$ cat src/rtl/uart_adder_ctrl.sv
// Collects two 64-bit little-endian operands over UART, adds them externally and returns 9 result bytes.
// First tx_start_o two cycles after the last operand byte; rx bytes arriving while busy are dropped (overrun_o).
module uart_adder_ctrl #(
  parameter int TIMEOUT_CYC = 100000
) (
  input  logic        clk_i,
  input  logic        rst_ni,
  input  logic [7:0]  rx_data_i,
  input  logic        rx_valid_i,
  output logic [7:0]  tx_data_o,
  output logic        tx_start_o,
  input  logic        tx_busy_i,
  output logic [63:0] add_a_o,
  output logic [63:0] add_b_o,
  output logic        add_cin_o,
  input  logic [63:0] add_s_i,
  input  logic        add_cout_i,
  output logic        busy_o,
  output logic        overrun_o,
  output logic        timeout_o
);

  typedef enum logic [2:0] {RX_A, RX_B, CALC, TX_SEND, TX_HOLD} state_t;

  localparam logic [23:0] TO_LAST = 24'(TIMEOUT_CYC - 1);

  state_t      r_state, w_state_nxt;
  logic [3:0]  r_cnt, w_cnt_nxt;
  logic [23:0] r_to_cnt, w_to_nxt;
  logic [63:0] r_a, r_b;
  logic [64:0] r_res;
  logic [7:0]  r_tx_last;
  logic        r_overrun, r_timeout;
  logic        w_wr_a, w_wr_b, w_load_res, w_tx_fire, w_to_fire, w_drop, w_to_armed;
  logic [71:0] w_res_ext;
  logic [7:0]  w_tx_byte;

  assign w_res_ext  = {7'b0, r_res};
  assign w_tx_byte  = w_res_ext[{r_cnt, 3'b000} +: 8];
  // Idle in RX_A with nothing received yet never times out.
  assign w_to_armed = (r_state == RX_B) || ((r_state == RX_A) && (r_cnt != 4'd0));

  always_ff @(posedge clk_i or negedge rst_ni) begin
    if (!rst_ni) r_state <= RX_A;
    else         r_state <= w_state_nxt;
  end

  always_comb begin
    w_state_nxt = r_state;
    w_cnt_nxt   = r_cnt;
    w_to_nxt    = '0;
    w_wr_a      = 1'b0;
    w_wr_b      = 1'b0;
    w_load_res  = 1'b0;
    w_tx_fire   = 1'b0;
    w_to_fire   = 1'b0;
    w_drop      = 1'b0;
    case (r_state)
      RX_A, RX_B: begin
        if (rx_valid_i) begin
          w_wr_a = (r_state == RX_A);
          w_wr_b = (r_state == RX_B);
          if (r_cnt == 4'd7) begin
            w_cnt_nxt   = 4'd0;
            w_state_nxt = (r_state == RX_A) ? RX_B : CALC;
          end else begin
            w_cnt_nxt = r_cnt + 4'd1;
          end
        end else if (w_to_armed) begin
          if (r_to_cnt == TO_LAST) begin
            w_to_fire   = 1'b1;
            w_cnt_nxt   = 4'd0;
            w_state_nxt = RX_A;
          end else begin
            w_to_nxt = r_to_cnt + 24'd1;
          end
        end
      end
      CALC: begin
        w_drop      = rx_valid_i;
        w_load_res  = 1'b1;
        w_cnt_nxt   = 4'd0;
        w_state_nxt = TX_SEND;
      end
      TX_SEND: begin
        w_drop = rx_valid_i;
        if (!tx_busy_i) begin
          w_tx_fire   = 1'b1;
          w_state_nxt = TX_HOLD;
        end
      end
      TX_HOLD: begin
        w_drop = rx_valid_i;
        if (r_cnt == 4'd8) begin
          w_cnt_nxt   = 4'd0;
          w_state_nxt = RX_A;
        end else begin
          w_cnt_nxt   = r_cnt + 4'd1;
          w_state_nxt = TX_SEND;
        end
      end
      default: begin
        w_cnt_nxt   = 4'd0;
        w_state_nxt = RX_A;
      end
    endcase
  end

  always_ff @(posedge clk_i or negedge rst_ni) begin
    if (!rst_ni) begin
      r_cnt     <= 4'd0;
      r_to_cnt  <= 24'd0;
      r_a       <= 64'd0;
      r_b       <= 64'd0;
      r_res     <= 65'd0;
      r_tx_last <= 8'd0;
      r_overrun <= 1'b0;
      r_timeout <= 1'b0;
    end else begin
      r_cnt     <= w_cnt_nxt;
      r_to_cnt  <= w_to_nxt;
      r_overrun <= w_drop;
      r_timeout <= w_to_fire;
      if (w_wr_a)     r_a[{r_cnt[2:0], 3'b000} +: 8] <= rx_data_i;
      if (w_wr_b)     r_b[{r_cnt[2:0], 3'b000} +: 8] <= rx_data_i;
      if (w_load_res) r_res <= {add_cout_i, add_s_i};
      if (w_tx_fire)  r_tx_last <= w_tx_byte;
    end
  end

  // The strobe cycle shows the live byte; afterwards the captured copy holds.
  assign tx_start_o = w_tx_fire;
  assign tx_data_o  = w_tx_fire ? w_tx_byte : r_tx_last;
  assign add_a_o    = r_a;
  assign add_b_o    = r_b;
  assign add_cin_o  = 1'b0;
  assign busy_o     = (r_state == CALC) || (r_state == TX_SEND) || (r_state == TX_HOLD);
  assign overrun_o  = r_overrun;
  assign timeout_o  = r_timeout;

endmodule

$ cat config.mk
export PLATFORM = sky130hd
export DESIGN_NAME = uart_adder_ctrl
export DESIGN_NICKNAME = d
export VERILOG_FILES = /design/src/rtl/uart_adder_ctrl.sv
export SDC_FILE = /design/constraint.sdc
export NUM_CORES = 1
export LEC_CHECK = 0
export BUFFER_PORTS_ARGS = -buffer_cell sky130_fd_sc_hd__buf_2
export CAP_MARGIN = 20
export CORE_UTILIZATION = 30
export DETAILED_ROUTE_END_ITERATION = 10
export SLEW_MARGIN = 20
export SYNTH_ARGS = -nofsm -noshare
export SYNTH_HDL_FRONTEND = slang
export SYNTH_SLANG_ARGS = --single-unit
$ cat constraint.sdc
create_clock -name clk_i -period 7.25 [get_ports clk_i]
set_input_delay 1.45 -clock clk_i [delete_from_list [all_inputs] [get_ports clk_i]]
set_output_delay 1.45 -clock clk_i [all_outputs]
set_load 0.01 [all_outputs]
==> summary.md <==
| Metric | Value |
|---|---|
| Cts bufs inserted | `26` |
| Met2 GRT Util | `0.2361` |
| Post-route ant nets | `0` |
| Flop-to-flop setup slack | `3980 ps` |
| Placed insts | `1303` |
| DR vias/cell | `4.657` |
| CTS Root Cell | `clkbuf_16` |
| Post-synth cell types | `55` |
| GRT Total Usage | `0.1469` |
| Critical Setup Path Class | `primary input to output pin` |
| Crit-path max FO | `9` |
| Clk_skew | `13.50 ps` |
| Xor and xnor area share after synthesis | `0.01147` |
| Worst hold stages | `1` |
| Core area | `32540 µm²` |
| Layout cell share with drive strength beyond 1 | `0.5407` |
| Avg Inst Size Synth | `14.58 µm²` |
| Critical path's largest stage delay | `380 ps` |
| Cell mode on critical path | `buf_2` |
| Syn Std Cell Area | `approximately 10000 µm²` |
| WL final | `~24 mm` |
| Later-pin clock latency in the skew report | `530 ps` |
| Run status | `completed` |
| Area growth syn-to-layout | `24.10%` |
| Crit-path slowest cell | `nand2b_1` |
| Initial antenna violation count | `7` |
| Hold Crit Class | `flip-flop to flip-flop` |
| Global route overflow | `0` |
| NetSw | `1.644 mW` |
| Largest net degree at the start of global routing | `123` |
| Met1 Track Usage GR | `0.1950` |
| Number of register bits inferred by synthesis | `234` |
| Max Freq | `0.2330 GHz` |
| PwrDens | `~420 nW/µm²` |
| Post-CTS setup buffer count | `0` |
| Reg2Reg Depth | `6` |
| Hold EP | `add_a_o[11]` |
| Most common flop cell mapped by yosys | `dfrtp_1` |
| CTS tree | `yes` |
| Post-synth EDFFs | `0` |
| Final worst path period need | `4291 ps` |
| Final HPWL DP | `around 17 mm` |
| Violation count after the first detailed-route iteration | `245` |
| Max clock buf depth | `3` |
| Hold Vio Cnt, Final | `0` |
| Htree depth | `1` |
| Slew headroom | `0.3306` |
| Grt met3 use | `0.04101` |
| Peak supply drop | `209.5 µV` |
| Reg power frac | `0.407` |
| RSZ-0062 raised after global routing | `false` |
| Synth area leader | `dfrtp_1` |
| Crit path required time | `5800 ps` |
| Gr busiest metal | `met2` |
| Final setup vio count | `0` |
| First-pass GRT wire length | `38.50 mm` |
| Post_cts resized | `0` |
| CP Data Arrival Time | `roughly 2800 ps` |
| Clk sinks | `234` |
| Via Count | `6319` |
| Drt first pass iters | `4` |
| IO Pins | `218` |
| Tcrit/Tclk final | `0.5919` |
| Adder-Cell Fraction of Synth Area | `0.005042` |
| Reg2reg end | `add_a_o[13]` |
| Combinational Power Share | `0.335` |
| Post-synth top area share | `0.5899` |
| Finished Layout Cells | `1357` |
| Worst-Margin Slew | `around 1000 ps` |
| Post-synthesis cell count | `681` |
| NumNets Final | `971` |
| Buffer and inverter count on the worst path | `3` |
| Count of input and output buffers | `216` |
| Crit. End Element | `output pin` |
| Sw frac | `0.3182` |
| Simple-gate share of the synthesized area | `0.07865` |
| Post-synthesis mux area share | `0.2633` |
| CP top delay family | `simple AND/OR/NAND/NOR gates` |
| Cell-internal power | `3.522 mW` |
| Synth Area in Compound Gates | `0.02849` |
| # hold bufs at CTS | `0` |
| DR WL/cell | `17.89 µm` |
| Die W | `183.9 µm` |
| Launching point of the worst reg2reg path | `r_cnt[1]` |
| Cell Chain, Critical Path | `buf_2, nand2b_1, inv_2, nand2_1, o21ai_0, buf_2` |
| Hold wc startpoint | `add_a_o[11]` |
| Starting Density | `0.3051` |
| Largest family of logic cells by synthesized area | `multiplexers` |
| Vias in the first global route | `6547` |
| Final Slew Violations | `0` |
| # DRC | `0` |
| Share of flip-flops with an asynchronous set or reset | `1.000` |
| P_leak | `5.892 nW` |
| Top post-synthesis cells by area | `dfrtp_1 (59%), mux2_2 (21%), mux4_2 (3.6%)` |
| GPL Wtd Cong | `between 0.7 and 0.8` |
| Num rows | `between 60 and 70` |
| Startpoint types | `primary input` |
| Clk pin slew, worst setup/hold paths | `60 ps` |
| Register area share after synthesis | `0.5899` |
| Die ar. | `33820 µm²` |
| YS warnings | `0` |
| Syn Nets | `~760` |
| Chip height | `183.9 µm` |
| Setup TNS Final | `0 ps` |
| Clock network power share | `0.258` |
| Maxcap violations | `0` |
## power groups by stage
stage	registers, mW	clock network, mW	logic [mW]
detailed placement	2.13	0	1.77
finish	2.10	1.33	1.73
global placement	2.11	0	1.74
floorplan	2.19	0	1.07
CTS	2.11	1.37	1.77
global route	2.18	1.44	1.89
## cells in the final DEF, fill, tap and decap left out, drive strengths merged, types with 2 or more instances in the layout
cell / n
a211oi: 3
a21oi: 11
and2: 3
and3: 2
and3b: 3
and4: 6
buf: 220
bufinv: 2
clkbuf: 35
clkinv: 8
clkinvlp: 2
dfrtp: 234
diode: 5
ha: 4
inv: 11
mux2: 193
mux2i: 8
mux4: 16
nand2: 25
nand3: 12
nand4: 14
nor2: 17
nor2b: 2
nor3: 4
nor4: 5
nor4b: 3
nor4bb: 2
o211ai: 5
o21ai: 21
o31ai: 4
or3: 5
or3b: 2
or4: 4
xor2: 12
## per-layer routing
layer | vias up | share of wire
met4 | 2 | 0.022
met5 | - | 0.00033
met3 | 39 | 0.063
met2 | 157 | 0.46
li1 | 2909 | -
met1 | 3212 | 0.45
## sequential cells by signal, indices dropped and copies added, names as in the netlist
register,count
r_cnt,4
add_b_o,64
timeout_o,1
r_res,65
r_tx_last,8
r_state,3
overrun_o,1
add_a_o,64
r_to_cnt,24
## worst max-delay path by stage
stage / start / to / cells after the start
detailed placement: tx_busy_i / tx_data_o[5] / 6
global route: tx_busy_i / tx_data_o[5] / 6
finish: tx_busy_i / tx_data_o[5] / 6
CTS: tx_busy_i / tx_data_o[5] / 6
floorplan: tx_busy_i / tx_data_o[1] / 5
global placement: tx_busy_i / tx_data_o[5] / 6
## per-stage QoR
stage / area [µm²] / hold slack, ps / setup WS, ps / power [mW] / utilization
floorplan: 9927 / 447.9 / 3476 / 3.258 / -
global placement: 11420 / 465.9 / 3006 / 3.851 / 0.3511
detailed placement: 11420 / 473.9 / 2951 / 3.892 / 0.3511
CTS: 12300 / 487.0 / 2938 / 5.246 / 0.3779
global route: 12310 / 508.0 / 2833 / 5.503 / 0.3785
finish: 12320 / 481.4 / 2959 / 5.165 / 0.3786
## layout make-up
| class | instances | area, µm² |
|---|---|---|
| Antenna cell | 5 | 12.51 |
| Clock buffer | 35 | 745.7 |
| Clock inverter | 13 | 127.6 |
| Fill cell | 3180 | 20220 |
| Inverter | 10 | 37.54 |
| Multi-Input combinational cell | 398 | 3850 |
| Sequential cell | 234 | 5856 |
| Tap cell | 442 | 553.0 |
| Timing Repair Buffer | 220 | 1137 |
## Yosys cell counts (2+ instances only)
cell type / instances
dfrtp_1: 234
mux2_2: 185
o21ai_0: 20
clkbuf_1: 17
nor2_1: 17
mux4_2: 16
buf_2: 15
nand2_1: 15
nand4_1: 12
xor2_1: 12
a21oi_1: 11
nand2_2: 10
nand3_1: 9
inv_1: 8
mux2_1: 8
mux2i_1: 8
and4_1: 6
or3_1: 5
buf_4: 4
ha_1: 4
nor3_1: 4
nor4_1: 4
o211ai_1: 4
o31ai_1: 4
or4_1: 4
a211oi_1: 3
and2_1: 3
and3b_1: 3
nand3_2: 3
nor4b_4: 3
and3_1: 2
inv_2: 2
nand4_2: 2
nor2b_1: 2
nor4bb_1: 2
## worst reg2reg max path, delay by kind of cell, from the launching register on
| kind | cells | cell delay (ps) |
|---|---|---|
| flops | 1 | 1000 |
| simple gates | 2 | 1000 |
| fa+ha+maj | 2 | 620 |
| mux | 1 | 380 |
| buf+inv | 1 | 150 |
## logic make-up after synthesis
family                     after synthesis
DFF                                    234
and+or+nand+nor                        115
other                                    1
muxes                                  217
buffers and inverters                   49
adders and majority gates                4
AOI/OAI and AO/OA                       48
xor gates and xnor gates                13
Power figures use the tool's default switching activity.
